[src/rtl/seg_display_scan_pkg.sv]
// Shared constants for the 7-segment scanner: glyphs in active-high {g,f,e,d,c,b,a} form
// and the default digit count.
package seg_pkg;

   localparam int NUM_DIGITS_DEFAULT = 4;

   localparam logic [6:0] SEG_0    = 7'h3F;
   localparam logic [6:0] SEG_1    = 7'h06;
   localparam logic [6:0] SEG_2    = 7'h5B;
   localparam logic [6:0] SEG_3    = 7'h4F;
   localparam logic [6:0] SEG_4    = 7'h66;
   localparam logic [6:0] SEG_5    = 7'h6D;
   localparam logic [6:0] SEG_6    = 7'h7D;
   localparam logic [6:0] SEG_7    = 7'h07;
   localparam logic [6:0] SEG_8    = 7'h7F;
   localparam logic [6:0] SEG_9    = 7'h6F;
   localparam logic [6:0] SEG_DASH = 7'h40;
   localparam logic [6:0] SEG_OFF  = 7'h00;

endpackage

[src/rtl/seg_display_scan_if.sv]
// Bundle between the game/score logic (master) and the display scanner (slave).
interface seg_display_scan_if
   import seg_pkg::*;
#(
   parameter int NUM_DIGITS = NUM_DIGITS_DEFAULT
);
   logic                    clk_fast;
   logic                    clk_blink;
   logic [4*NUM_DIGITS-1:0] digits_bcd;
   logic [NUM_DIGITS-1:0]   dp_mask;
   logic [NUM_DIGITS-1:0]   blink_mask;
   logic [NUM_DIGITS-1:0]   blank_mask;
   logic [6:0]              seg;
   logic                    dp;
   logic [NUM_DIGITS-1:0]   an;

   modport master (
      output clk_fast, clk_blink, digits_bcd, dp_mask, blink_mask, blank_mask,
      input  seg, dp, an
   );

   modport slave (
      input  clk_fast, clk_blink, digits_bcd, dp_mask, blink_mask, blank_mask,
      output seg, dp, an
   );
endinterface

[src/rtl/seg_display_scan_bcd_to_seg7.sv]
// Combinational BCD to active-high 7-segment glyph; codes 10-15 render as a dash.
module bcd_to_seg7
   import seg_pkg::*;
(
   input  logic [3:0] bcd,
   output logic [6:0] glyph
);

   // Glyph lookup
   always_comb begin
      glyph = SEG_DASH;
      case (bcd)
         4'd0:    glyph = SEG_0;
         4'd1:    glyph = SEG_1;
         4'd2:    glyph = SEG_2;
         4'd3:    glyph = SEG_3;
         4'd4:    glyph = SEG_4;
         4'd5:    glyph = SEG_5;
         4'd6:    glyph = SEG_6;
         4'd7:    glyph = SEG_7;
         4'd8:    glyph = SEG_8;
         4'd9:    glyph = SEG_9;
         default: glyph = SEG_DASH;
      endcase
   end

endmodule

[src/rtl/seg_display_scan.sv]
// Multiplexed 7-segment driver: steps one digit per clk_fast rise, with a one-cycle
// all-anodes-off guard at each step to avoid ghosting, plus blink and blank masking.
module seg_display_scan
   import seg_pkg::*;
#(
   parameter int NUM_DIGITS     = NUM_DIGITS_DEFAULT,
   parameter bit SEG_ACTIVE_LOW = 1'b1,
   parameter bit AN_ACTIVE_LOW  = 1'b1
) (
   input logic               master_clk,
   input logic               rst,
   seg_display_scan_if.slave bus
);

   localparam int                    IDX_W    = (NUM_DIGITS > 1) ? $clog2(NUM_DIGITS) : 1;
   localparam logic [IDX_W-1:0]      IDX_LAST = IDX_W'(NUM_DIGITS - 1);
   localparam logic [NUM_DIGITS-1:0] AN_IDLE  = AN_ACTIVE_LOW ? {NUM_DIGITS{1'b1}} : {NUM_DIGITS{1'b0}};
   localparam logic [6:0]            SEG_IDLE = SEG_ACTIVE_LOW ? ~SEG_OFF : SEG_OFF;
   localparam logic                  DP_IDLE  = SEG_ACTIVE_LOW;

   logic                  fast_s1, fast_s2, fast_prev;
   logic                  blink_s1, blink_s2;
   logic                  tick;
   logic [IDX_W-1:0]      idx;
   logic                  guard;
   logic                  dark;
   logic [3:0]            digit;
   logic [6:0]            glyph;
   logic [NUM_DIGITS-1:0] an_lit;
   logic [NUM_DIGITS-1:0] an_next;
   logic [6:0]            seg_next;
   logic                  dp_next;
   logic [NUM_DIGITS-1:0] an_q;
   logic [6:0]            seg_q;
   logic                  dp_q;

   // Synchronise the divided clock levels and remember the last fast level
   always_ff @(posedge master_clk or negedge rst) begin
      if (!rst) begin
         fast_s1   <= 1'b0;
         fast_s2   <= 1'b0;
         fast_prev <= 1'b0;
         blink_s1  <= 1'b0;
         blink_s2  <= 1'b0;
      end else begin
         fast_s1   <= bus.clk_fast;
         fast_s2   <= fast_s1;
         fast_prev <= fast_s2;
         blink_s1  <= bus.clk_blink;
         blink_s2  <= blink_s1;
      end
   end

   assign tick = fast_s2 & ~fast_prev;

   bcd_to_seg7 u_dec (
      .bcd   (digit),
      .glyph (glyph)
   );

   // Next output pattern for the currently selected digit
   always_comb begin
      digit  = bus.digits_bcd[4*int'(idx) +: 4];
      an_lit = NUM_DIGITS'(1'b1) << idx;
      dark   = bus.blank_mask[idx] | (bus.blink_mask[idx] & blink_s2);
      if (dark) begin
         an_next  = AN_IDLE;
         seg_next = SEG_IDLE;
         dp_next  = DP_IDLE;
      end else begin
         an_next  = AN_ACTIVE_LOW  ? ~an_lit            : an_lit;
         seg_next = SEG_ACTIVE_LOW ? ~glyph             : glyph;
         dp_next  = SEG_ACTIVE_LOW ? ~bus.dp_mask[idx]  : bus.dp_mask[idx];
      end
   end

   // Scan index, ghost guard and registered pins; seg/dp hold through the guard cycle
   always_ff @(posedge master_clk or negedge rst) begin
      if (!rst) begin
         idx   <= {IDX_W{1'b0}};
         guard <= 1'b0;
         an_q  <= AN_IDLE;
         seg_q <= SEG_IDLE;
         dp_q  <= DP_IDLE;
      end else if (tick) begin
         idx   <= (idx == IDX_LAST) ? {IDX_W{1'b0}} : idx + IDX_W'(1);
         guard <= 1'b1;
         an_q  <= AN_IDLE;
      end else if (guard) begin
         guard <= 1'b0;
         an_q  <= an_next;
         seg_q <= seg_next;
         dp_q  <= dp_next;
      end else begin
         an_q  <= an_next;
         seg_q <= seg_next;
         dp_q  <= dp_next;
      end
   end

   assign bus.an  = an_q;
   assign bus.seg = seg_q;
   assign bus.dp  = dp_q;

endmodule

[src/flat_wrapper.sv]
// flat-port wrapper written by rule: the top's interface ports become plain ports
module seg_display_scan_flat import seg_pkg::*;
#(
   parameter int NUM_DIGITS     = NUM_DIGITS_DEFAULT,
   parameter bit SEG_ACTIVE_LOW = 1'b1,
   parameter bit AN_ACTIVE_LOW  = 1'b1
)
  (master_clk, rst, bus_clk_fast, bus_clk_blink, bus_digits_bcd, bus_dp_mask, bus_blink_mask, bus_blank_mask, bus_seg, bus_dp, bus_an);
  seg_display_scan_if #(.NUM_DIGITS(NUM_DIGITS)) bus_i ();
  input logic master_clk;
  input logic rst;
  input wire logic [$bits(bus_i.clk_fast)-1:0] bus_clk_fast;
  input wire logic [$bits(bus_i.clk_blink)-1:0] bus_clk_blink;
  input wire logic [$bits(bus_i.digits_bcd)-1:0] bus_digits_bcd;
  input wire logic [$bits(bus_i.dp_mask)-1:0] bus_dp_mask;
  input wire logic [$bits(bus_i.blink_mask)-1:0] bus_blink_mask;
  input wire logic [$bits(bus_i.blank_mask)-1:0] bus_blank_mask;
  output wire logic [$bits(bus_i.seg)-1:0] bus_seg;
  output wire logic [$bits(bus_i.dp)-1:0] bus_dp;
  output wire logic [$bits(bus_i.an)-1:0] bus_an;
  assign bus_i.clk_fast = bus_clk_fast;
  assign bus_i.clk_blink = bus_clk_blink;
  assign bus_i.digits_bcd = bus_digits_bcd;
  assign bus_i.dp_mask = bus_dp_mask;
  assign bus_i.blink_mask = bus_blink_mask;
  assign bus_i.blank_mask = bus_blank_mask;
  assign bus_seg = bus_i.seg;
  assign bus_dp = bus_i.dp;
  assign bus_an = bus_i.an;
  seg_display_scan #(.NUM_DIGITS(NUM_DIGITS), .SEG_ACTIVE_LOW(SEG_ACTIVE_LOW), .AN_ACTIVE_LOW(AN_ACTIVE_LOW)) u_core (.master_clk(master_clk), .rst(rst), .bus(bus_i));
endmodule
[config.mk]
export PLATFORM = sky130hd
export DESIGN_NAME = seg_display_scan_flat
export DESIGN_NICKNAME = d
export VERILOG_FILES = /design/src/rtl/seg_display_scan_pkg.sv /design/src/rtl/seg_display_scan_if.sv /design/src/rtl/seg_display_scan_bcd_to_seg7.sv /design/src/rtl/seg_display_scan.sv /design/src/flat_wrapper.sv
export SDC_FILE = /design/constraint.sdc
export NUM_CORES = 1
export LEC_CHECK = 0
export CORE_AREA = 4 4 56 58
export CTS_BUF_LIST = sky130_fd_sc_hd__clkbuf_16
export CTS_CLUSTER_DIAMETER = 120
export DETAILED_ROUTE_END_ITERATION = 6
export DIE_AREA = 0 0 60 62
export PLACE_DENSITY = 0.88
export SETUP_SLACK_MARGIN = 0.3
export SYNTH_ARGS = -nofsm -noshare
export SYNTH_HDL_FRONTEND = slang
export SYNTH_SLANG_ARGS = --single-unit
[constraint.sdc]
create_clock -name master_clk -period 2.8 [get_ports master_clk]
set_clock_uncertainty 0.05 [all_clocks]
set_input_delay 0.56 -clock master_clk [delete_from_list [all_inputs] [get_ports master_clk]]
set_output_delay 0.56 -clock master_clk [all_outputs]
set_load 0.01 [all_outputs]
==> results.ini, run 1 <==
[routing]
wirelength_mm = 2.44
dr.pass1.iters = 4
drt_iter0_markers = 4
drc = 0
ant_nets = 0
vias = 808
drt-wirelength-per-cell_um = 15.4
viasPerCell = 5.08

[clock_network]
post_cts_buffers = 0
cts_buffer_depth = 2
clock-root-buffer = clkbuf_16
clk_latency_ns = 0.25
cts_buffers = 3
cts_hold_buf = 0
clkTransAtPathRegs_ns = 0.05
htreeDepth = 1
numClockSinks = 19
tritoncts = done

[logic_synthesis]
synth-compound-area-share = 0.116
synth_simple_gate_area_frac = 0.0881
syn_avg_cell_area_um2 = 12.8
synthXorXnorAreaFrac = 0
synth_area_um2 = 1060
synth_area_leaders = dfstp_2 (30%), dfrtp_1 (16%), ha_1 (11%)
mappedNetlistNets = 124
yosysSeqAreaShare = 0.461
synth.largest_area_cell = dfstp_2
synth_fa_ha_area_frac = 0.106
netlist_instances = 83
synth_cell_types = 24
synth_seq_cells = 19
post-synth-top-area-fraction = 0.296
synth_top_family_by_area = multiplexers
yosys_warnings = 0
synthMuxAreaShare = 0.180

[timing]
setup_viol = 0
worstMarginPinSlew_ns = 0.835
fin_crit_ns = 2.26
slew_violations = 0
hold_ws_ns = 0.298
tns_ns = 0
finalHoldViolCount = 0
post-route-period-util = 0.807
rsz0062_at_grt = no
relSlewSlack = 0.441
max_freq_mhz = 442

[global_routing]
grt_use_met3 = 0.0537
grt_pass1_wl_mm = 4.10
grt_use_met1 = 0.157
grt_max_degree = 20
grt_usage = 0.158
overflow = 0
grt_pass1_vias = 890
grt_antenna_before_repair = 0
met2_usage = 0.299
grt_busiest_layer = met2

[critical_path]
worstPathRequired_ns = 2.95
crit_type = in2reg
crit_path_start = bus_digits_bcd[1]
arrival_ns = 2.41
regToRegStartpoint = u_core.idx[0]
r2r_cells = 6
cp_max_fo = 5
regToRegSetupSlack_ns = 0.59
endpoint = u_core.bus.seg[3]
crit_path_end_kind = flop
r2r-end = u_core.bus.seg[3]
startpoint_type = input pin

[cells_and_area]
diodes = 0
syn2layout_area_growth_pct = 49.8
layout.cells.non_filler = 159
seq_area_um2 = 490
multi_input_area_um2 = 518
drive_gt1_frac = 0.227
final_nets = 170
final.fill_count = 220

[hold_path]
hold_path_class = reg2reg

[placement]
dp.cells = 155
place_congestion = 0.860
hpwlAfterDp_mm = 1.97
portBuffers = 43

[floorplanning]
die-area_um2 = 3720
die_w_um = 60
num_rows = 19
dieHeight_um = 62
ios = 44
initial_core_util = 0.400
coreArea_um2 = 2660

[pwr]
netSwitchingPower_uw = 463
power_density_nw_per_um2 = 885
ir_drop_mv = 0.578
power.share.clock = 0.209
sequentialPowerShare = 0.333
internal-power_uw = 948
finalPower_uw = 1410
p_leak_uw = 0.000651
swShare = 0.328
p_comb_frac = 0.458

[outcome]
status = finished, final reports clean

[job]
drv_cap = 0

==> repair_timing <==
item / in CTS / in global routing
endpoints found under the setup margin: 0 / 1
hold endpoints to repair: 0 / 0
resized for setup: 0 / 1
==> synth_stat cells, drive strengths merged <==
| library cell | n |
|---|---|
| dfrtp | 7 |
| mux4 | 7 |
| clkbuf | 2 |
| nand3b | 1 |
| o21ai | 2 |
| inv | 6 |
| buf | 2 |
| a21o | 2 |
| a31oi | 1 |
| dfstp | 12 |
| nand2 | 9 |
| ha | 9 |
| o22a | 4 |
| a21oi | 6 |
| nor2 | 4 |
| nand2b | 2 |
| mux2 | 2 |
| a221oi | 1 |
| or2 | 2 |
| nor3 | 2 |
==> area by class of cell <==
class,instances,share of cell area
multi-input cells,54,0.325
clock buffers,3,0.0471
well taps,31,0.0243
repair buffers,45,0.279
inverters,6,0.0141
flip-flops and latches,19,0.307
clock inverters,1,0.00314
==> stage by stage <==
step,util,instance area [um2],setup WS [ns]
4_1_cts,0.601,1600,0.472
2_1_floorplan,-,1060,0.774
5_1_grt,0.599,1600,0.350
6_report,0.599,1600,0.539
3_5_place_dp,0.570,1520,0.202
3_3_place_gp,0.570,1520,0.306
==> placed cells by master, fill, tap and decap left out, drive strengths merged <==
cell	instances
dfstp	12
inv	6
clkdlybuf4s50	43
a21oi	6
nor3	2
clkbuf	3
mux4	7
clkinv	1
mux2	2
ha	9
a31oi	1
o22a	4
nand2	9
or2	2
nand2b	2
nand3b	1
a21o	2
a221oi	1
o21ai	2
buf	2
nor2	4
dfrtp	7
==> worst max-delay path, cell delays in order <==
cell and delay, ns:
clkdlybuf4s50_1 0.41, mux4_1 0.59, inv_1 0.14, ha_1 0.26, nand2b_1 0.15, a21oi_1 0.15, o22a_1 0.14
==> power groups by stage <==
stage	Combinational, uW	Clock [uW]	Sequential (uW)
2_1_floorplan	408	0	470
5_1_grt	715	312	490
3_5_place_dp	646	0	473
3_3_place_gp	622	0	466
4_1_cts	651	304	470
6_report	646	295	470
==> registers in the layout, indices dropped and copies added (netlist names) <==
register	count
u_core.blink_s1	1
u_core.blink_s2	1
u_core.bus.an	4
u_core.fast_prev	1
u_core.bus.seg	7
u_core.fast_s2	1
u_core.bus.dp	1
u_core.idx	2
u_core.fast_s1	1
==> kinds of logic after synthesis <==
group           Yosys count
buf+inv                  10
compound gates           16
simple gates             20
fa+ha+maj                 9
flops                    19
mux                       9
==> metal layers <==
layer / share of wire / vias up
met2: 0.54 / 30
met1: 0.38 / 389
met5: 0 / -
met3: 0.063 / 4
li1: - / 385
met4: 0.015 / 0
==> worst min-delay path by stage <==
| stage | startpoint | end | slack (ns) | cells after the start |
|---|---|---|---|---|
| 2_1_floorplan | rst | u_core.blink_s1 | 0.21 | 0 |
| 3_3_place_gp | u_core.fast_s1 | u_core.fast_s2 | 0.28 | 0 |
| 3_5_place_dp | u_core.blink_s1 | u_core.blink_s2 | 0.29 | 0 |
| 4_1_cts | u_core.blink_s1 | u_core.blink_s2 | 0.30 | 0 |
| 5_1_grt | u_core.blink_s1 | u_core.blink_s2 | 0.30 | 0 |
| 6_report | u_core.blink_s1 | u_core.blink_s2 | 0.30 | 0 |
(Power assumes the default switching activity.)
==> run 2: changes to the inputs <==
- CORE_AREA: 4 4 56 58 -> 4 4 43 82
- DIE_AREA: 0 0 60 62 -> 0 0 47 86
- PLACE_DENSITY: 0.88 -> 0.84
- clock period: 2.8 -> 1.95 ns (I/O delays scaled with it)
==> results.ini, run 2 (same netlist as run 1, synthesis figures left out) <==
[job]
drv_cap = 0

[critical_path]
slowest_delay_ns = 0.58
arrival_ns = 1.99
slowest_stage = mux4_2
startpoint_type = flop
crit_buf_inv = 2
crit_path_end_kind = flop
crit_chain = mux4_2 -> inv_4 -> ha_4 -> inv_2 -> mux2_4 -> o21ai_2 -> a21oi_1
cp_max_fo = 6
critical_path.top_delay_family = multiplexers
worstPathRequired_ns = 2.07
crit_type = reg2reg
regToRegSetupSlack_ns = 0.08

[global_routing]
grt_usage = 0.149
grt_pass1_vias = 1035
grt_antenna_before_repair = 0
grt_pass1_wl_mm = 4.40
grt_max_degree = 20
overflow = 0

[clock_network]
clock-root-buffer = clkbuf_16
tritoncts = done
htreeDepth = 1
clkTransAtPathRegs_ns = 0.05
clk_latency_ns = 0.24
cts_buffers = 3
cts_buffer_depth = 2
numClockSinks = 19

[floorplanning]
num_rows = 28
die-area_um2 = 4040
dieHeight_um = 86
initial_core_util = 0.362
coreArea_um2 = 2940
die_w_um = 47
ios = 44

[outcome]
status = finished, final reports clean

[timing]
rsz0062_at_grt = yes
slew_violations = 0
relSlewSlack = 0.729
worstMarginPinSlew_ns = 0.405
fin_ws_ns = 0.0804
fin_crit_ns = 1.87
finalHoldViolCount = 0
setup_viol = 0
tns_ns = 0
max_freq_mhz = 535
hold_ws_ns = 0.296
post-route-period-util = 0.959

[routing]
wirelength_mm = 2.72
drt-wirelength-per-cell_um = 15.7
viasPerCell = 5.03
drc = 0
vias = 871
dr.pass1.iters = 3
drt_iter0_markers = 7
ant_nets = 0

[cells_and_area]
layout_commonest_cell = clkdlybuf4s50_1
final_nets = 185
drive_gt1_frac = 0.406
syn2layout_area_growth_pct = 66.7
fin_area_um2 = 1780
layout_common_cells = clkdlybuf4s50_1 (27), dlygate4sd2_1 (16), buf_4 (15)
layout.cells.non_filler = 173
diodes = 0
largest_reg_flops = 7

[pwr]
power_density_nw_per_um2 = 1330
ir_drop_mv = 0.753
p_leak_uw = 0.000732

[placement]
place_congestion = 0.739
post-place-ws_ns = -0.248
placed_area_um2 = 1610
dp.cells = 165
portBuffers = 43
hpwlAfterDp_mm = 2.17

[hold_path]
hold_path_class = reg2reg

[run 2: path summary, 6_finish.rpt]
path / start / to / depth (start not counted)
max: u_core.idx[0] / u_core.bus.seg[4] / 7
min: u_core.fast_s1 / u_core.fast_s2 / 0
max reg2reg: u_core.idx[0] / u_core.bus.seg[4] / 7
min reg2reg: u_core.fast_s1 / u_core.fast_s2 / 0
max in group asynchronous: rst / u_core.bus.dp / 2
min in group asynchronous: rst / u_core.fast_s1 / 2
[run 2: worst reg2reg max path: cells and delay by family (launching register included)]
family	cells	cell delay [ns]
multiplexers	2	0.83
flip-flops	1	0.47
AO/OA/AOI/OAI	2	0.17
buffers and inverters	2	0.15
adder cells (fa/ha/maj)	1	0.13
[run 2: layout make-up]
class                   count  area (um2)
clock buffers               3        75.1
fillers                   249        1170
inverters                   6        25.0
repair buffers             60         554
flip-flops and latches     19         492
well taps                  30        37.5
clock inverters             1        5.00
multi-input cells          54         587
[run 2: repair_timing]
item / CTS / global route
pin swaps: 7 / 2
buffers inserted: 3 / 1
gates resized for setup: 30 / 3
setup endpoints to repair: 24 / 12
hold buffers: 0 / 0
cloned: 0 / 0
[run 2: through the flow]
step / total power (uW) / util
6_report: 2370 / 0.603
5_1_grt: 2520 / 0.603
4_1_cts: 2330 / 0.598
3_5_place_dp: 1800 / 0.545
3_3_place_gp: 1750 / 0.545
2_1_floorplan: 1270 / -
[run 2: per-layer routing]
metal | GRT usage | vias up | routed length (um)
met1 | 0.147 | 430 | 874
met2 | 0.285 | 20 | 1690
met5 | 0 | - | 0
met3 | 0.0126 | 8 | 69
li1 | - | 413 | -
met4 | 0.0655 | 0 | 85
[run 2: power by group]
| part | internal [uW] | switching [uW] |
|---|---|---|
| registers | 568 | 99.8 |
| clock network | 274 | 135 |
| logic | 733 | 555 |
==> run 3: changes to the inputs <==
- SLEW_MARGIN: not set -> 20
==> results of run 3 <==
The final DEF is identical to that of run 2; final timing and power are the same.
